File: config.mk
export PLATFORM = sky130hd
export DESIGN_NAME = alu_operand_collector_flat
export DESIGN_NICKNAME = d
export VERILOG_FILES = /design/src/rtl/alu_collect_pkg.sv /design/src/rtl/alu_operand_collector_if.sv /design/src/rtl/alu_timeout_ctr.sv /design/src/rtl/alu_operand_collector.sv /design/src/flat_wrapper.sv
export SDC_FILE = /design/constraint.sdc
export NUM_CORES = 1
export LEC_CHECK = 0
export CORE_MARGIN = 4
export CORE_UTILIZATION = 34
export CTS_BUF_LIST = sky130_fd_sc_hd__clkbuf_4 sky130_fd_sc_hd__clkbuf_8 sky130_fd_sc_hd__clkbuf_16
export DETAILED_ROUTE_END_ITERATION = 16
export PLACE_DENSITY = 0.61
export SETUP_SLACK_MARGIN = 0.05
export SLEW_MARGIN = 40
export SYNTH_ARGS = -nofsm -noshare
export SYNTH_HDL_FRONTEND = slang
export SYNTH_HIERARCHICAL = 1
export SYNTH_SLANG_ARGS = --single-unit
export TNS_END_PERCENT = 100
File: constraint.sdc
create_clock -name clk -period 4.24 [get_ports clk]
set_input_delay 0.424 -clock clk [delete_from_list [all_inputs] [get_ports clk]]
set_output_delay 0.424 -clock clk [all_outputs]
set_load 0.1 [all_outputs]
File: src/rtl/alu_collect_pkg.sv
// Shared types and the command need-class decode for the ALU operand collector.
package alu_collect_pkg;

  localparam int WIDTH     = 8;
  localparam int CMD_WIDTH = 4;

  typedef enum logic [1:0] {
    IDLE    = 2'd0,
    COLLECT = 2'd1,
    ISSUE   = 2'd2
  } state_e;

  // Encoding doubles as the operand mask: bit0 = OPA required, bit1 = OPB required.
  typedef enum logic [1:0] {
    NONE    = 2'b00,
    NEED_A  = 2'b01,
    NEED_B  = 2'b10,
    NEED_AB = 2'b11
  } need_e;

  function automatic need_e need_of(input logic mode, input logic [CMD_WIDTH:0] cmd);
    need_e n;
    n = NONE;
    if (mode) begin
      case (int'(cmd))
        0, 1, 2, 3, 8, 9, 10: n = NEED_AB;
        4, 5:                 n = NEED_A;
        6, 7:                 n = NEED_B;
        default:              n = NONE;
      endcase
    end else begin
      case (int'(cmd))
        0, 1, 2, 3, 4, 5, 12, 13: n = NEED_AB;
        6, 8, 9:                  n = NEED_A;
        7, 10, 11:                n = NEED_B;
        default:                  n = NONE;
      endcase
    end
    return n;
  endfunction

endpackage

File: src/rtl/alu_operand_collector_if.sv
// Upstream operation stream plus the registered ALU input bundle.
interface alu_operand_collector_if
  import alu_collect_pkg::*;
#(
  parameter int W  = WIDTH,
  parameter int CW = CMD_WIDTH
);
  logic          in_valid;
  logic          in_ready;
  logic [W-1:0]  in_opa;
  logic [W-1:0]  in_opb;
  logic [CW:0]   in_cmd;
  logic          in_mode;
  logic          in_cin;
  logic [1:0]    in_inp_valid;

  logic [W-1:0]  OPA;
  logic [W-1:0]  OPB;
  logic [CW:0]   CMD;
  logic          CIN;
  logic          MODE;
  logic          CE;
  logic [1:0]    INP_VALID;
  logic          timeout_err;

  modport master (
    output in_valid, in_opa, in_opb, in_cmd, in_mode, in_cin, in_inp_valid,
    input  in_ready,
    input  OPA, OPB, CMD, CIN, MODE, CE, INP_VALID, timeout_err
  );

  modport slave (
    input  in_valid, in_opa, in_opb, in_cmd, in_mode, in_cin, in_inp_valid,
    output in_ready,
    output OPA, OPB, CMD, CIN, MODE, CE, INP_VALID, timeout_err
  );
endinterface

File: src/rtl/alu_timeout_ctr.sv
// Saturating wait counter with load-clear; tc flags the last allowed wait cycle.
module alu_timeout_ctr #(
  parameter int TIMEOUT = 16,
  parameter int CNT_W   = $clog2(TIMEOUT + 1)
) (
  input  logic clk,
  input  logic rst,
  input  logic clr,
  input  logic en,
  output logic tc
);
  logic [CNT_W-1:0] cnt_q;
  logic [CNT_W-1:0] cnt_d;

  always_comb begin
    cnt_d = cnt_q;
    if (clr) begin
      cnt_d = '0;
    end else if (en && (cnt_q != CNT_W'(TIMEOUT))) begin
      cnt_d = cnt_q + 1'b1;
    end
  end

  always_ff @(posedge clk) begin
    if (rst) cnt_q <= '0;
    else     cnt_q <= cnt_d;
  end

  assign tc = (cnt_q == CNT_W'(TIMEOUT - 1));
endmodule

File: src/rtl/alu_operand_collector.sv
// Assembles split OPA/OPB beats into one ALU operation and issues it for a single CE cycle.
// state   | meaning
// IDLE    | waiting for the first beat of an operation
// COLLECT | first beat taken, waiting for the missing operand (bounded by TIMEOUT)
// ISSUE   | CE high, output bundle valid, upstream stalled
module alu_operand_collector
  import alu_collect_pkg::*;
#(
  parameter int WIDTH     = alu_collect_pkg::WIDTH,
  parameter int CMD_WIDTH = alu_collect_pkg::CMD_WIDTH,
  parameter int TIMEOUT   = 16
) (
  input  logic                    clk,
  input  logic                    rst,
  alu_operand_collector_if.slave  bus
);
  state_e             state_q, state_d;
  logic [WIDTH-1:0]   opa_q, opa_d, opb_q, opb_d;
  logic [CMD_WIDTH:0] cmd_q, cmd_d;
  logic               mode_q, mode_d, cin_q, cin_d;
  logic [1:0]         have_q, have_d;

  logic [WIDTH-1:0]   out_opa_q, out_opa_d, out_opb_q, out_opb_d;
  logic [CMD_WIDTH:0] out_cmd_q, out_cmd_d;
  logic               out_mode_q, out_mode_d, out_cin_q, out_cin_d;
  logic               ce_q, ce_d, terr_q, terr_d;
  logic [1:0]         out_iv_q, out_iv_d;

  logic               accept, issue, tmo, ctr_clr, ctr_en, ctr_tc;
  logic [1:0]         need_mask;

  alu_timeout_ctr #(.TIMEOUT(TIMEOUT)) u_ctr (
    .clk (clk),
    .rst (rst),
    .clr (ctr_clr),
    .en  (ctr_en),
    .tc  (ctr_tc)
  );

  always_comb begin
    state_d    = state_q;
    opa_d      = opa_q;
    opb_d      = opb_q;
    cmd_d      = cmd_q;
    mode_d     = mode_q;
    cin_d      = cin_q;
    have_d     = have_q;
    out_opa_d  = out_opa_q;
    out_opb_d  = out_opb_q;
    out_cmd_d  = out_cmd_q;
    out_mode_d = out_mode_q;
    out_cin_d  = out_cin_q;
    ce_d       = 1'b0;
    out_iv_d   = 2'b00;
    terr_d     = 1'b0;
    issue      = 1'b0;
    tmo        = 1'b0;
    ctr_clr    = 1'b0;
    ctr_en     = 1'b0;
    need_mask  = 2'b00;
    accept     = bus.in_valid && (state_q != ISSUE);

    case (state_q)
      IDLE: begin
        if (accept) begin
          cmd_d     = bus.in_cmd;
          mode_d    = bus.in_mode;
          cin_d     = bus.in_cin;
          opa_d     = bus.in_inp_valid[0] ? bus.in_opa : '0;
          opb_d     = bus.in_inp_valid[1] ? bus.in_opb : '0;
          have_d    = bus.in_inp_valid;
          need_mask = need_of(bus.in_mode, bus.in_cmd);
          if ((have_d & need_mask) == need_mask) begin
            issue = 1'b1;
          end else begin
            state_d = COLLECT;
            ctr_clr = 1'b1;
          end
        end
      end
      COLLECT: begin
        if (accept) begin
          if (bus.in_inp_valid[0]) opa_d = bus.in_opa;
          if (bus.in_inp_valid[1]) opb_d = bus.in_opb;
          have_d = have_q | bus.in_inp_valid;
        end
        need_mask = need_of(mode_q, cmd_q);
        if ((have_d & need_mask) == need_mask) begin
          issue = 1'b1;
        end else if (ctr_tc) begin
          issue = 1'b1;
          tmo   = 1'b1;
        end else begin
          ctr_en = 1'b1;
        end
      end
      ISSUE: begin
        state_d = IDLE;
      end
      default: begin
        state_d = IDLE;
      end
    endcase

    // Output bundle is loaded on the edge entering ISSUE so CE and data line up.
    if (issue) begin
      state_d    = ISSUE;
      out_opa_d  = opa_d;
      out_opb_d  = opb_d;
      out_cmd_d  = cmd_d;
      out_mode_d = mode_d;
      out_cin_d  = cin_d;
      out_iv_d   = have_d;
      ce_d       = 1'b1;
      terr_d     = tmo;
    end
  end

  always_ff @(posedge clk) begin
    if (rst) begin
      state_q    <= IDLE;
      opa_q      <= '0;
      opb_q      <= '0;
      cmd_q      <= '0;
      mode_q     <= 1'b0;
      cin_q      <= 1'b0;
      have_q     <= 2'b00;
      out_opa_q  <= '0;
      out_opb_q  <= '0;
      out_cmd_q  <= '0;
      out_mode_q <= 1'b0;
      out_cin_q  <= 1'b0;
      ce_q       <= 1'b0;
      out_iv_q   <= 2'b00;
      terr_q     <= 1'b0;
    end else begin
      state_q    <= state_d;
      opa_q      <= opa_d;
      opb_q      <= opb_d;
      cmd_q      <= cmd_d;
      mode_q     <= mode_d;
      cin_q      <= cin_d;
      have_q     <= have_d;
      out_opa_q  <= out_opa_d;
      out_opb_q  <= out_opb_d;
      out_cmd_q  <= out_cmd_d;
      out_mode_q <= out_mode_d;
      out_cin_q  <= out_cin_d;
      ce_q       <= ce_d;
      out_iv_q   <= out_iv_d;
      terr_q     <= terr_d;
    end
  end

  // Outputs are forced low for the whole time rst is high, not only after its first edge.
  assign bus.in_ready    = !rst && (state_q != ISSUE);
  assign bus.OPA         = rst ? '0 : out_opa_q;
  assign bus.OPB         = rst ? '0 : out_opb_q;
  assign bus.CMD         = rst ? '0 : out_cmd_q;
  assign bus.MODE        = !rst && out_mode_q;
  assign bus.CIN         = !rst && out_cin_q;
  assign bus.CE          = !rst && ce_q;
  assign bus.INP_VALID   = rst ? 2'b00 : out_iv_q;
  assign bus.timeout_err = !rst && terr_q;
endmodule

File: src/flat_wrapper.sv
// flat-port wrapper written by rule: the top's interface ports become plain ports
module alu_operand_collector_flat import alu_collect_pkg::*;
#(
  parameter int WIDTH     = alu_collect_pkg::WIDTH,
  parameter int CMD_WIDTH = alu_collect_pkg::CMD_WIDTH,
  parameter int TIMEOUT   = 16
)
  (clk, rst, bus_in_valid, bus_in_opa, bus_in_opb, bus_in_cmd, bus_in_mode, bus_in_cin, bus_in_inp_valid, bus_in_ready, bus_OPA, bus_OPB, bus_CMD, bus_CIN, bus_MODE, bus_CE, bus_INP_VALID, bus_timeout_err);
  alu_operand_collector_if bus_i ();
  input  logic clk;
  input  logic rst;
  input wire logic [$bits(bus_i.in_valid)-1:0] bus_in_valid;
  input wire logic [$bits(bus_i.in_opa)-1:0] bus_in_opa;
  input wire logic [$bits(bus_i.in_opb)-1:0] bus_in_opb;
  input wire logic [$bits(bus_i.in_cmd)-1:0] bus_in_cmd;
  input wire logic [$bits(bus_i.in_mode)-1:0] bus_in_mode;
  input wire logic [$bits(bus_i.in_cin)-1:0] bus_in_cin;
  input wire logic [$bits(bus_i.in_inp_valid)-1:0] bus_in_inp_valid;
  output wire logic [$bits(bus_i.in_ready)-1:0] bus_in_ready;
  output wire logic [$bits(bus_i.OPA)-1:0] bus_OPA;
  output wire logic [$bits(bus_i.OPB)-1:0] bus_OPB;
  output wire logic [$bits(bus_i.CMD)-1:0] bus_CMD;
  output wire logic [$bits(bus_i.CIN)-1:0] bus_CIN;
  output wire logic [$bits(bus_i.MODE)-1:0] bus_MODE;
  output wire logic [$bits(bus_i.CE)-1:0] bus_CE;
  output wire logic [$bits(bus_i.INP_VALID)-1:0] bus_INP_VALID;
  output wire logic [$bits(bus_i.timeout_err)-1:0] bus_timeout_err;
  assign bus_i.in_valid = bus_in_valid;
  assign bus_i.in_opa = bus_in_opa;
  assign bus_i.in_opb = bus_in_opb;
  assign bus_i.in_cmd = bus_in_cmd;
  assign bus_i.in_mode = bus_in_mode;
  assign bus_i.in_cin = bus_in_cin;
  assign bus_i.in_inp_valid = bus_in_inp_valid;
  assign bus_in_ready = bus_i.in_ready;
  assign bus_OPA = bus_i.OPA;
  assign bus_OPB = bus_i.OPB;
  assign bus_CMD = bus_i.CMD;
  assign bus_CIN = bus_i.CIN;
  assign bus_MODE = bus_i.MODE;
  assign bus_CE = bus_i.CE;
  assign bus_INP_VALID = bus_i.INP_VALID;
  assign bus_timeout_err = bus_i.timeout_err;
  alu_operand_collector #(.WIDTH(WIDTH), .CMD_WIDTH(CMD_WIDTH), .TIMEOUT(TIMEOUT)) u_core (.clk(clk), .rst(rst), .bus(bus_i));
endmodule
Yosys cells after proc, flatten, opt, wreduce, memory -nomap -nowiden
Memory sizes are Yosys's and may differ from the RTL's. A register that Yosys moved wholly into a read port is not among the register bits. Index checks and enable logic that the tools add are counted.

Bits in registers: 59. Latch bits: 0. Bits in writable memories: 0. ROM bits: 128. Output and inout port bits: 28. Logic and storage cells: 104. Memories kept: 4.

$add $sub $neg: 1. $mul: 0. Div/mod/pow operators: 0. Order comparisons: 0. Eq/ne operators: 11. Shift-type cells: 0. Multiplexer cells: 51. Bitwise gates (word level): 5. Reduce and logical (&&, ||, !) cells: 15.

Memory list: (no name shown) (words 16, width 2, rd ports 1, clocked after Yosys merged registers in 0, write ports 0, line alu_collect_pkg.sv:25) `case (int'(cmd))`; (no name shown) (words 16, width 2, rd ports 1, clocked after Yosys merged registers in 0, write ports 0, line alu_collect_pkg.sv:32) `case (int'(cmd))`; (no name shown) (words 16, width 2, rd ports 1, clocked after Yosys merged registers in 1, write ports 0, line alu_collect_pkg.sv:25); (no name shown) (words 16, width 2, rd ports 1, clocked after Yosys merged registers in 1, write ports 0, line alu_collect_pkg.sv:32).

Operator list (number): two-way mux 8 bit (10); two-way mux 2 bit (16); one-hot mux 8 bit (2 select lines) (2); two-way mux 1 bit (15); two-way mux 5 bit (3); two-way mux 4 bit (2); one-hot mux 2 bit (2 select lines) (2); logical AND 1 bit (7); AND reduction 3 bit (2); OR reduction 2 bit (3); adder 5 x 1 -> 5 bit, second input constant (1); equality test 5 x 4 -> 1 bit, second input constant (1); inequality test 5 bit, second input constant (1); bitwise AND 2 bit (2); equality test 2 bit (2); inequality test 2 x 1 -> 1 bit, second input constant (2); inequality test 2 bit, second input constant (2); OR reduction 4 bit (1); inequality test 3 x 1 -> 1 bit, second input constant (1); inequality test 3 x 2 -> 1 bit, second input constant (1); equality test 2 x 1 -> 1 bit, second input constant (1); zero test 2 bit (1); NOT 1 bit (2); bitwise OR 2 bit (1); other kinds (2) (2).

Logic depth before layout (Yosys ltp)
Gate-level depths: netlist of run 1. An unclocked memory read counts as a cell.

Word-level depth: 12. Gate-level depth with buffers: 10. Depth with buffers taken out: 10.

Cells and area by module
The synthesis of run 1 kept the hierarchy.

Modules (own cells, without submodules): alu_operand_collector (instances 1, cells an instance 221, area an instance 2406.1 um^2); alu_timeout_ctr (instances 1, cells an instance 32, area an instance 305.3 um^2).

Least setup slack after synthesis of run 1
Ideal clock, no wire load.

Path kind: input to output. Start: input rst. End: output bus_CE. Data arrival time: 2357 ps. Slack: 1459 ps. Stages on the path: 4. Path buffers: 3. Path through: clkbuf_1 -> clkbuf_1 -> clkbuf_1 -> nor2b_1.

Cells in the longest elaborated chain, start to end: 2.

Ends and longest elaborated chain: start: declaration (line flat_wrapper.sv:11) `input logic rst;`; zero test 1 bit (line alu_operand_collector.sv:162) `assign bus.CE = !rst && ce_q;`; logical AND 1 bit (line alu_operand_collector.sv:162); end: declaration (line flat_wrapper.sv:25) `output wire logic [$bits(bus_i.CE)-1:0] bus_CE;`.

Every way passes these cells.

Worst setup path after layout of run 1
Start: input bus_in_cmd[2]. End: register u_core.out_cmd_q[4].

Cells in the longest elaborated chain, start to end: 10.

Ends and longest elaborated chain: start: declaration (line flat_wrapper.sv:15) `input wire logic [$bits(bus_i.in_cmd)-1:0] bus_in_cmd;`; memory read (16 x 2 bit) (on tied branches); two-way mux 2 bit (on tied branches) (line alu_collect_pkg.sv:32, alu_collect_pkg.sv:25); two-way mux 2 bit * (line alu_collect_pkg.sv:24) `if (mode) begin`; two-way mux 2 bit * (line alu_operand_collector.sv:65) `if (accept) begin`; two-way mux 2 bit * (line alu_operand_collector.sv:63) `case (state_q)`; bitwise AND 2 bit (line alu_operand_collector.sv:73) `if ((have_d & need_mask) == need_mask) begin`; equality test 2 bit * (line alu_operand_collector.sv:73); two-way mux 1 bit * (line alu_operand_collector.sv:73); two-way mux 1 bit * (line alu_operand_collector.sv:65); one-hot mux 1 bit (2 select lines) * (line alu_operand_collector.sv:63); end signal: assignment (line alu_operand_collector.sv:146) `out_cmd_q <= out_cmd_d;`; end: declaration (line alu_operand_collector.sv:24) `logic [CMD_WIDTH:0] out_cmd_q, out_cmd_d;`.

Mark *: on every way between the ends. The rest lies on a longest branch, timed or not. The select of a mux whose other input is x is not followed. A chain may end at the register's enable or synchronous reset.

==> Implementation_results.wiki, run 1 <==
{| class="wikitable"
! Metric !! Value
|-
| Run status || complete, no violations
|-
| Total gr overflow || 0
|-
| Minimum setup slack after placement || 1.26 ns
|-
| Synth top area share || 46.5%
|-
| Pin count of the biggest net entering global routing || 49
|-
| Number of warnings printed during yosys synthesis || 6
|-
| Avg Synthesized Cell Area || 10.7 um2
|-
| Post-detailed-route via-to-cell ratio || 4.75
|-
| Worst setup path class || in2reg
|-
| Final layout net count || 346
|-
| Finish-stage setup viols || 0
|-
| GRT busiest layer || met2
|-
| Net count after synthesis || 289
|-
| Share of synthesized registers carrying an async set or reset || 0%
|-
| Fill cell count || 741
|-
| Via count of the first global-routing pass || 1,915
|-
| Cell at the root of the clock tree || sky130_fd_sc_hd__clkbuf_8
|-
| DRC viols || 0
|-
| Worst vdd rail ir drop || 0.000189 V
|-
| Maximum fanout count along the critical path || 28
|-
| Detailed-route wire length per cell || 13.2 um
|-
| Register Area || 0.00126 mm2
|-
| Post-CTS sizing || 0
|-
| Clock latency reported for the late side of the worst-skew pair || 0.33 ns
|-
| Global-route wire length before repair || 9090 um
|-
| Element type at the critical path start || input pin
|-
| CTS Buf Count || 9
|-
| Post-synth cell types || 45
|-
| Antenna Cells || 0
|-
| Synth top area cells || sky130_fd_sc_hd__dfxtp_1 (47%), sky130_fd_sc_hd__mux2_4 (8.3%), sky130_fd_sc_hd__nor2b_1 (7.4%)
|-
| Proportion of synthesized chip area in sequential cells || 46.5%
|-
| Met1 capacity usage during global routing || 14.3%
|-
| Post-synth EDFFs || 0
|-
| Num ports || 56
|-
| Starting Density || 35.1%
|-
| Max Freq || 0.382 GHz
|-
| Overall routing resource usage || 12.0%
|-
| Final Skew || 0.00828 ns
|-
| DRC marker count from the first detailed-route iteration || 109
|-
| Rows || 32
|-
| Final period utilization || 61.7%
|-
| Cells after synthesis || 253
|-
| Endpoint kind of the worst setup timing path || flop
|-
| Power per unit of standard cell area || 404 mW/mm2
|-
| Final critical-path setup slack || 1.62 ns
|-
| Commonest cells post-synth || sky130_fd_sc_hd__dfxtp_1 (63), sky130_fd_sc_hd__nor2b_1 (32), sky130_fd_sc_hd__a22o_1 (16)
|-
| Type of the worst min-delay path || reg2reg
|-
| Cell taking the most area after synthesis || sky130_fd_sc_hd__dfxtp_1
|-
| Total via count after detailed routing || 1,979
|-
| Area used by multi-input combinational logic || 0.00134 mm2
|-
| Final slew viol count || 0
|-
| Post-CTS setup-driven buffer insertion count || 0
|-
| Buffer depth of the longest clock path || 2
|-
| Count of endpoints failing hold in the final timing report || 0
|-
| Post-place instance area || 0.00318 mm2
|-
| Share of final-layout standard cells stronger than drive strength 1 || 24.4%
|-
| Setup repair after global routing missed its margin || false
|-
| Area Growth Syn to Fin || 24.5%
|-
| Most instantiated library cell after synthesis || sky130_fd_sc_hd__dfxtp_1
|-
| Top flip-flop cell by instance count after synthesis || sky130_fd_sc_hd__dfxtp_1
|-
| Number of hold buffers added after cts || 0
|-
| Accumulated negative setup slack || 0 ns
|-
| Clock slew at reported path FFs || 0.07 ns
|-
| Die Y || 97.3 um
|-
| Slew at the pin with the worst max-slew slack || 0.746 ns
|-
| Normalized max-slew margin || 50.2%
|-
| Die area || 0.00947 mm2
|-
| Required time worst endpoint || 4.46 ns
|-
| TritonCTS Sinks || 63
|-
| H-tree levels || 3
|-
| Synthesized cell area || 0.00271 mm2
|-
| Seq cells post-synth || 63
|-
| Area inside the core boundary || 0.00773 mm2
|-
| LEAKAGE || 1.48 nW
|-
| Fin crit period || 2.62 ns
|-
| Number of routed nets with antenna violations || 0
|-
| Met2 GRT Util || 19.9%
|-
| Post-route design area || 0.00337 mm2
|-
| Global placement routability congestion || 0.743
|-
| Horizontal extent of the die || 97.3 um
|-
| CTS tree || built
|-
| Detailed-router iteration count before antenna repair || 4
|-
| Initial antenna violation count || 0
|-
| Arrival time of the worst setup path || 2.84 ns
|-
| Input/output buffers || 55
|-
| Total Wirelength || 5510 um
|-
| Met3 usage in global routing || 3.88%
|-
| Detailed-placement wirelength estimate || 3820 um
|-
| Number of max-cap violations || 0
|}
## layout by cell type, fill, tap and decap left out, types with 3 or more instances in the layout
master	synthesis	layout
sky130_fd_sc_hd__a21oi_1	12	12
sky130_fd_sc_hd__a22o_1	16	16
sky130_fd_sc_hd__a31oi_1	3	3
sky130_fd_sc_hd__buf_2	1	28
sky130_fd_sc_hd__clkbuf_8	0	9
sky130_fd_sc_hd__clkdlybuf4s50_1	0	26
sky130_fd_sc_hd__clkinv_2	0	3
sky130_fd_sc_hd__dfxtp_1	63	63
sky130_fd_sc_hd__ha_1	8	8
sky130_fd_sc_hd__inv_1	11	11
sky130_fd_sc_hd__mux2_2	8	8
sky130_fd_sc_hd__mux2_4	15	15
sky130_fd_sc_hd__mux2i_1	5	5
sky130_fd_sc_hd__nand2_1	14	14
sky130_fd_sc_hd__nand2b_1	3	3
sky130_fd_sc_hd__nor2_1	10	10
sky130_fd_sc_hd__nor2b_1	32	32
sky130_fd_sc_hd__nor3_1	5	5
sky130_fd_sc_hd__o21ai_0	6	6
sky130_fd_sc_hd__or2b_1	5	5
## worst max-delay path, stage by stage
cell	delay (ns)
sky130_fd_sc_hd__clkdlybuf4s50_1	0.57
sky130_fd_sc_hd__inv_1	0.10
sky130_fd_sc_hd__ha_1	0.28
sky130_fd_sc_hd__or2b_1	0.09
sky130_fd_sc_hd__a21oi_1	0.06
sky130_fd_sc_hd__nor3_1	0.25
sky130_fd_sc_hd__nor3_2	0.07
sky130_fd_sc_hd__nor3b_2	0.17
sky130_fd_sc_hd__buf_4	0.41
sky130_fd_sc_hd__mux2_2	0.39
## state kept, by name, indices dropped and copies added (netlist names), 5 cells and up, named ones only
name / flops
u_core/out_cmd_q: 5
u_core/cmd_q: 5
u_core/opb_q: 8
u_core/out_opa_q: 8
u_core/u_ctr/cnt_q: 5
u_core/opa_q: 8
u_core/out_opb_q: 8
## layer usage
layer / share of wire (%) / routed length, um / vias up
li1: - / - / 996
met1: 46 / 2540 / 932
met2: 48 / 2660 / 43
met3: 4.2 / 230 / 8
met4: 1.6 / 87 / 0
met5: 0 / 0 / -
## report_power, final
part	internal, mW	switching, mW	total [mW]	leakage (nW)
registers	0.623	0.00916	0.632	0.513
clock network	0.276	0.227	0.502	0.0994
logic	0.0864	0.142	0.229	0.867
total	0.985	0.378	1.36	1.48
## cells by family (layout without fill, tap and decap cells)
| kind of cell | count (synthesis) | count (layout) | share of synthesized area, % |
|---|---|---|---|
| flops | 63 | 63 | 46.5 |
| xor+xnor | 1 | 1 | 0.323 |
| mux | 28 | 28 | 13.5 |
| simple gates | 85 | 85 | 19.3 |
| buf+inv | 21 | 83 | 4.38 |
| fa+ha+maj | 8 | 8 | 3.69 |
| compound gates | 47 | 47 | 12.3 |
## path summary, 6_finish.rpt
check	from	endpoint	slack, ns	depth (start not counted)
max	bus_in_cmd[2]	u_core/out_cmd_q[4]$_SDFFE_PP0P_	1.62	10
min	u_core/cin_q$_SDFF_PP0_	u_core/cin_q$_SDFF_PP0_	0.47	2
max reg2reg	u_core/u_ctr/cnt_q[0]$_SDFFE_PP0P_	u_core/out_cmd_q[4]$_SDFFE_PP0P_	2.02	8
min reg2reg	u_core/cin_q$_SDFF_PP0_	u_core/cin_q$_SDFF_PP0_	0.47	2
## area by class of cell
cell class | instances | share of cell area (%)
multi-input cells | 169 | 39.6
flip-flops and latches | 63 | 37.4
clock inverters | 6 | 1.82
well taps | 102 | 3.78
inverters | 11 | 1.22
clock buffers | 10 | 3.89
repair buffers | 56 | 12.3
## stage by stage
stage                     util, %  power (mW)  instances  hold WS (ns)
final                        43.7        1.36        417         0.469
after global routing         43.7        1.43        417         0.499
after CTS                    43.6        1.38        417         0.470
after detailed placement     41.1       0.876        401         0.457
after global placement       43.0       0.882        401         0.454
after floorplan                 -       0.825        253         0.437
Power figures use the tool's default switching activity.
==> run 2: changes to the inputs <==
- clock period: 4.24 -> 2.7 ns (I/O delays scaled with it)
==> run 2 against run 1 <==
Effect of this change: final cell count grew 2.2%; die area is the same; clock power grew 83%; largest cell class unchanged; critical path type unchanged.
==> Implementation_results.wiki, run 2 (synthesized netlist as in run 1, its figures left out) <==
{| class="wikitable"
! Metric !! Value
|-
| Detailed-router iteration count before antenna repair || 4 (unchanged)
|-
| Critical path origin || bus_in_cmd[2]
|-
| Antenna Cells || 0 (unchanged)
|-
| Final slew viol count || 0 (unchanged)
|-
| Die Y || 97.3 um (unchanged)
|-
| Slew at the pin with the worst max-slew slack || 0.615 ns (-0.132 ns)
|-
| Maximum cell stage delay along the critical path || 0.57 ns (about the same)
|-
| TritonCTS Sinks || 63 (unchanged)
|-
| Total gr overflow || 0 (unchanged)
|-
| Share of final-layout standard cells stronger than drive strength 1 || 26.5% (+2.1 points)
|-
| Initial antenna violation count || 0 (unchanged)
|-
| Global-route wire length before repair || 9390 um (+3.3%)
|-
| Crit-path cells || clkdlybuf4s50_1 > inv_1 > ha_1 > or2b_1 > a21oi_1 > nor3_1 > nor3_2 > nor3b_2 > buf_12 > mux2_2
|-
| Final critical-path setup slack || 0.393 ns (-1.23 ns)
|-
| Element type at the critical path start || input pin
|-
| Die area || 0.00947 mm2 (unchanged)
|-
| Starting Density || 35.1% (unchanged)
|-
| Clock network fraction of total power || 40.0% (+3.1 points)
|-
| Combinational Power Share || 16.8% (about the same)
|-
| Count of endpoints failing hold in the final timing report || 0 (unchanged)
|-
| Detailed-route wire length per cell || 13.3 um (+0.55%)
|-
| Cell with the largest stage delay on the worst path || sky130_fd_sc_hd__clkdlybuf4s50_1
|-
| Switching component of the power || 0.615 mW (+63%)
|-
| Detailed-placement wirelength estimate || 4080 um (+6.9%)
|-
| Overall routing resource usage || 12.2% (+0.25 points)
|-
| Pin count of the biggest net entering global routing || 35 (-29%)
|-
| Final layout net count || 355 (+2.6%)
|-
| H-tree levels || 3 (unchanged)
|-
| Post-detailed-route via-to-cell ratio || 4.68 (-1.4%)
|-
| Rows || 32 (unchanged)
|-
| Required time worst endpoint || 2.92 ns (-1.54 ns)
|-
| Type of the worst min-delay path || in2reg
|-
| DRC viols || 0 (unchanged)
|-
| Commonest non-fill, non-tap cell in the layout || sky130_fd_sc_hd__dfxtp_1
|-
| Gate family responsible for the most delay along the worst path || buffers and inverters
|-
| Buffer depth of the longest clock path || 2 (unchanged)
|-
| Buf+Inv Stages, Crit Path || 3 (unchanged)
|-
| Via count of the first global-routing pass || 1,968 (+2.8%)
|-
| Post-layout power || 2.30 mW (+69%)
|-
| Most frequent cells in the layout || sky130_fd_sc_hd__dfxtp_1 (63), sky130_fd_sc_hd__buf_4 (37), sky130_fd_sc_hd__nor2b_1 (32)
|-
| Number of routed nets with antenna violations || 0 (unchanged)
|-
| Maximum fanout count along the critical path || 28 (unchanged)
|-
| Number of hold buffers added after cts || 0 (unchanged)
|-
| Post-CTS setup-driven buffer insertion count || 0 (unchanged)
|-
| Area Growth Syn to Fin || 31.3%
|-
| Accumulated negative setup slack || 0 ns (unchanged)
|-
| Global placement routability congestion || 0.739 (-0.54%)
|-
| RR Startpoint || u_core/state_q[0]$_SDFFE_PP0P_
|-
| Num ports || 56 (unchanged)
|-
| Run status || complete, no violations
|-
| Post-route design area || 0.00356 mm2 (+5.5%)
|-
| Max Freq || 0.434 GHz
|-
| Internal Dissipation || 1.69 mW (+71%)
|-
| Number of max-cap violations || 0 (unchanged)
|-
| Post-place instance area || 0.00333 mm2 (+4.7%)
|-
| Fraction of power spent switching nets || 26.7% (-1.0 points)
|-
| Setup repair after global routing missed its margin || false
|-
| Input/output buffers || 55 (unchanged)
|-
| Startpoint of the most critical hold path || rst
|-
| Power per unit of standard cell area || 646 mW/mm2 (+60%)
|-
| Part of the power in registers || 43.2% (-3.2 points)
|-
| Final Skew || 0.00822 ns (-0.0000611 ns)
|-
| LEAKAGE || 1.54 nW (+3.9%)
|-
| Area inside the core boundary || 0.00773 mm2 (unchanged)
|-
| CTS tree || built
|-
| Post-CTS sizing || 0 (unchanged)
|-
| Finish-stage setup viols || 0 (unchanged)
|-
| CTS Buf Count || 9 (unchanged)
|-
| Fin crit period || 2.31 ns
|-
| Clock latency reported for the late side of the worst-skew pair || 0.33 ns (about the same)
|-
| Minimum setup slack after placement || 0.0298 ns (-1.23 ns)
|-
| Worst setup path class || in2reg
|-
| Worst vdd rail ir drop || 0.000242 V (+28%)
|-
| Total via count after detailed routing || 1,993 (+0.71%)
|-
| DRC marker count from the first detailed-route iteration || 85 (-22%)
|-
| Horizontal extent of the die || 97.3 um (unchanged)
|-
| Arrival time of the worst setup path || 2.53 ns (-0.31 ns)
|-
| Cell at the root of the clock tree || sky130_fd_sc_hd__clkbuf_8
|-
| Final period utilization || 85.4%
|-
| Normalized max-slew margin || 59.0% (+8.8 points)
|-
| Endpoint kind of the worst setup timing path || flop
|-
| Clock slew at reported path FFs || 0.07 ns (about the same)
|-
| Total Wirelength || 5660 um (+2.7%)
|}
==> run 2: cell types whose count changed in the layout (fill, tap and decap cells not counted), sizes merged <==
| cell | before | now |
|---|---|---|
| buf | 30 | 39 |
| bufinv | 1 | 2 |
| clkinv | 4 | 1 |
| clkinvlp | 1 | 2 |
| inv | 11 | 12 |
==> run 2: metal layers <==
| metal | wire (um) | share of wire (%) | track usage, % | vias up |
|---|---|---|---|---|
| met5 | 0 | 0 | 0 | - |
| met4 | 100 | 1.8 | 6.71 | 0 |
| met3 | 199 | 3.5 | 3.30 | 8 |
| met2 | 2820 | 50 | 20.5 | 35 |
| met1 | 2540 | 45 | 14.1 | 938 |
| li1 | - | - | - | 1012 |
==> run 2: layout make-up <==
type,instances,area (um2)
inverter,11,41.3
fill,747,4170
sequential,63,1260
tap,102,128
clock inverter,6,92.6
multi-input combinational,169,1340
timing repair buffer,65,563
clock buffer,10,138
==> run 2: worst paths after layout <==
path                               endpoint  slack (ns)  depth (start not counted)
max          u_core/out_mode_q$_SDFFE_PP0P_        0.39                         10
min          u_core/state_q[1]$_SDFFE_PP0P_        0.45                          2
max reg2reg  u_core/out_mode_q$_SDFFE_PP0P_        0.61                          7
min reg2reg         u_core/cin_q$_SDFF_PP0_        0.47                          2
==> run 2: stage by stage <==
| step | util, % | hold WS (ns) | instances |
|---|---|---|---|
| after floorplan | - | 0.341 | 253 |
| after global placement | 43.1 | 0.452 | 410 |
| after detailed placement | 43.1 | 0.458 | 410 |
| after CTS | 46.1 | 0.446 | 426 |
| after global routing | 46.1 | 0.497 | 426 |
| final | 46.1 | 0.453 | 426 |
==> run 2: power by group through the flow <==
stage          Combinational [mW]  Clock (mW)  Sequential, mW
2_1_floorplan               0.285           0            1.01
3_3_place_gp                0.386           0            1.01
6_report                    0.386       0.921           0.993
5_1_grt                     0.415       0.984           0.998
4_1_cts                     0.391       0.942           0.994
3_5_place_dp                0.390           0            1.01
==> run 3: changes to the inputs <==
- CTS_CLUSTER_SIZE: default -> 10
- clock period: 2.7 -> 2.65 ns (I/O delays scaled with it)
==> run 3 against run 2 <==
Effect of this change: final area grew 0.42%; global-route usage down 0.14 points; setup slack worse by 0.028 ns; critical path depth unchanged; routed wire length is 0.11% higher.
==> Implementation_results.wiki, run 3 (synthesized netlist as in run 1, its figures left out) <==
{| class="wikitable"
! Metric !! Value
|-
| Critical path origin || bus_in_cmd[2]
|-
| Capture endpoint of the worst hold path || u_core/have_q[0]$_SDFF_PP0_
|-
| Metal3 WL || 187 um (-6.0%)
|-
| Routed length on met1 || 2550 um (+0.16%)
|-
| Finished Core Util || 46.3% (+0.19 points)
|-
| Post-route design area || 0.00357 mm2 (+0.42%)
|-
| Maximum cell stage delay along the critical path || 0.57 ns (about the same)
|-
| Fraction of power spent switching nets || 26.9% (+0.13 points)
|-
| Clock latency reported for the late side of the worst-skew pair || 0.33 ns (about the same)
|-
| Area Growth Syn to Fin || 31.8%
|-
| Crit-path cells || clkdlybuf4s50_1 > inv_1 > ha_1 > or2b_1 > a21oi_1 > nor3_1 > nor3_2 > nor3b_2 > buf_12 > mux2_2
|-
| Num ports || 56 (unchanged)
|-
| Post-CTS setup-driven buffer insertion count || 0 (unchanged)
|-
| Global placement routability congestion || 0.735 (-0.43%)
|-
| CTS Buf Count || 9 (unchanged)
|-
| Total via count after detailed routing || 1,989 (-0.20%)
|-
| Detailed-router iteration count before antenna repair || 4 (unchanged)
|-
| Internal Dissipation || 1.72 mW (+2.0%)
|-
| Critical register-to-register path endpoint || u_core/out_opb_q[0]$_SDFFE_PP0P_
|-
| Buf+Inv Stages, Crit Path || 3 (unchanged)
|-
| Switching component of the power || 0.632 mW (+2.7%)
|-
| Count of endpoints failing hold in the final timing report || 0 (unchanged)
|-
| Setup repair after global routing missed its margin || false
|-
| RR Startpoint || u_core/state_q[0]$_SDFFE_PP0P_
|-
| Element type at the critical path start || input pin
|-
| DRC marker count from the first detailed-route iteration || 75 (-12%)
|-
| Input/output buffers || 55 (unchanged)
|-
| Fin crit period || 2.28 ns
|-
| Combinational Power Share || 16.8% (about the same)
|-
| Die Y || 97.3 um (unchanged)
|-
| Final period utilization || 86.2%
|-
| Run status || complete, no violations
|-
| Horizontal extent of the die || 97.3 um (unchanged)
|-
| Endpoint kind of the worst setup timing path || flop
|-
| Detailed-route wire length per cell || 13.2 um (-0.36%)
|-
| Buffer depth of the longest clock path || 2 (unchanged)
|-
| Initial antenna violation count || 0 (unchanged)
|-
| Overall routing resource usage || 12.1% (-0.14 points)
|-
| Gate family responsible for the most delay along the worst path || buffers and inverters
|-
| Worst vdd rail ir drop || 0.000300 V (+24%)
|-
| Accumulated negative setup slack || 0 ns (unchanged)
|-
| DRC viols || 0 (unchanged)
|-
| Share of final-layout standard cells stronger than drive strength 1 || 27.0% (+0.45 points)
|-
| Final Skew || 0.00890 ns (+0.000683 ns)
|-
| Arrival time of the worst setup path || 2.51 ns (-0.02 ns)
|-
| Area inside the core boundary || 0.00773 mm2 (unchanged)
|-
| Number of routed nets with antenna violations || 0 (unchanged)
|-
| Slew at the pin with the worst max-slew slack || 0.559 ns (-0.0561 ns)
|-
| Post-CTS sizing || 0 (unchanged)
|-
| Max Freq || 0.438 GHz
|-
| Starting Density || 35.1% (unchanged)
|-
| Die area || 0.00947 mm2 (unchanged)
|-
| Commonest non-fill, non-tap cell in the layout || sky130_fd_sc_hd__dfxtp_1
|-
| Cell with the largest stage delay on the worst path || sky130_fd_sc_hd__clkdlybuf4s50_1
|-
| Top routing layer in use || met4
|-
| CTS tree || built
|-
| TritonCTS Sinks || 63 (unchanged)
|-
| Finish-stage setup viols || 0 (unchanged)
|-
| Number of hold buffers added after cts || 0 (unchanged)
|-
| Global-route wire length before repair || 9330 um (-0.66%)
|-
| Part of the power in registers || 43.1% (about the same)
|-
| Routed met2 length || 2850 um (+1.2%)
|-
| Rows || 32 (unchanged)
|-
| Worst Hold Path Cells || 2 (unchanged)
|-
| Pin count of the biggest net entering global routing || 37 (+5.7%)
|-
| Detailed-placement wirelength estimate || 4090 um (+0.24%)
|-
| Cell at the root of the clock tree || sky130_fd_sc_hd__clkbuf_8
|-
| Total Wirelength || 5670 um (+0.11%)
|-
| Worst setup path class || in2reg
|-
| H-tree levels || 3 (unchanged)
|-
| LEAKAGE || 1.55 nW (+0.63%)
|-
| Normalized max-slew margin || 62.6% (+3.6 points)
|-
| Power per unit of standard cell area || 658 mW/mm2 (+1.8%)
|-
| Antenna Cells || 0 (unchanged)
|-
| Number of max-cap violations || 0 (unchanged)
|-
| Post-place instance area || 0.00334 mm2 (+0.45%)
|-
| Required time worst endpoint || 2.87 ns (-0.05 ns)
|-
| Via count of the first global-routing pass || 1,959 (-0.46%)
|-
| Type of the worst min-delay path || in2reg
|-
| Post-detailed-route via-to-cell ratio || 4.65 (-0.67%)
|-
| Most frequent cells in the layout || sky130_fd_sc_hd__dfxtp_1 (63), sky130_fd_sc_hd__buf_4 (39), sky130_fd_sc_hd__nor2b_1 (32)
|-
| Depth of the worst register-to-register path || 7 (unchanged)
|-
| Startpoint of the most critical hold path || rst
|-
| Final slew viol count || 0 (unchanged)
|-
| Non-filler cells in the finished layout || 428 (+0.47%)
|-
| Clock network fraction of total power || 40.2% (+0.2 points)
|-
| Clock slew at reported path FFs || 0.07 ns (about the same)
|-
| Minimum setup slack among reg-to-reg paths || 0.54 ns (-0.07 ns)
|-
| Total gr overflow || 0 (unchanged)
|-
| Cell count after placement || 412 (+0.49%)
|-
| Maximum fanout count along the critical path || 28 (unchanged)
|-
| Final layout net count || 357 (+0.56%)
|}
[run 3: cell count changes in the layout (fill, tap and decap cells not counted)]
cell,delta
sky130_fd_sc_hd__buf_4,+2
[run 3: final cells by class]
| type | count | area (um2) |
|---|---|---|
| fillers | 758 | 4150 |
| multi-input cells | 169 | 1340 |
| flip-flops and latches | 63 | 1260 |
| repair buffers | 67 | 578 |
| clock buffers | 10 | 138 |
| well taps | 102 | 128 |
| clock inverters | 6 | 92.6 |
| inverters | 11 | 41.3 |
[run 3: metrics by stage]
stage / hold WS, ns / setup WS [ns] / power, mW
finish: 0.294 / 0.365 / 2.35
global route: 0.318 / 0.218 / 2.45
CTS: 0.278 / 0.374 / 2.38
detailed placement: 0.453 / 0.0184 / 1.43
global placement: 0.452 / 0.0567 / 1.43
floorplan: 0.336 / 0.187 / 1.32
[run 3: worst reg2reg max path, cell delays in order, from the launching register on]
cell,delay (ns)
sky130_fd_sc_hd__dfxtp_1,0.34
sky130_fd_sc_hd__nand2b_1,0.18
sky130_fd_sc_hd__a311o_1,0.37
sky130_fd_sc_hd__o22ai_2,0.13
sky130_fd_sc_hd__a21oi_1,0.10
sky130_fd_sc_hd__nor3b_2,0.25
sky130_fd_sc_hd__buf_12,0.25
sky130_fd_sc_hd__mux2_2,0.37
[run 3: metal layers]
| metal | vias to the layer above | global-route usage [%] |
|---|---|---|
| li1 | 1022 | - |
| met1 | 926 | 14.4 |
| met2 | 33 | 20.4 |
| met3 | 8 | 3.02 |
| met4 | 0 | 5.75 |
| met5 | - | 0 |
[run 3: power by group through the flow]
stage,combinational (mW),clock [mW],sequential [mW]
4_1_cts,0.400,0.970,1.01
6_report,0.395,0.944,1.01
3_5_place_dp,0.399,0,1.03
3_3_place_gp,0.396,0,1.03
5_1_grt,0.425,1.01,1.02
2_1_floorplan,0.290,0,1.03
[run 3: worst max-delay path by stage]
stage                                       endpoint  slack, ns  cells past startpoint
CTS                    u_core/out_cin_q$_SDFFE_PP0P_       0.37                     10
global placement    u_core/out_opb_q[7]$_SDFFE_PP0P_       0.06                     10
floorplan                                     bus_CE       0.19                      4
detailed placement     u_core/out_cin_q$_SDFFE_PP0P_       0.02                     10
global route           u_core/out_cin_q$_SDFFE_PP0P_       0.22                     10
finish              u_core/out_opb_q[0]$_SDFFE_PP0P_       0.37                     10
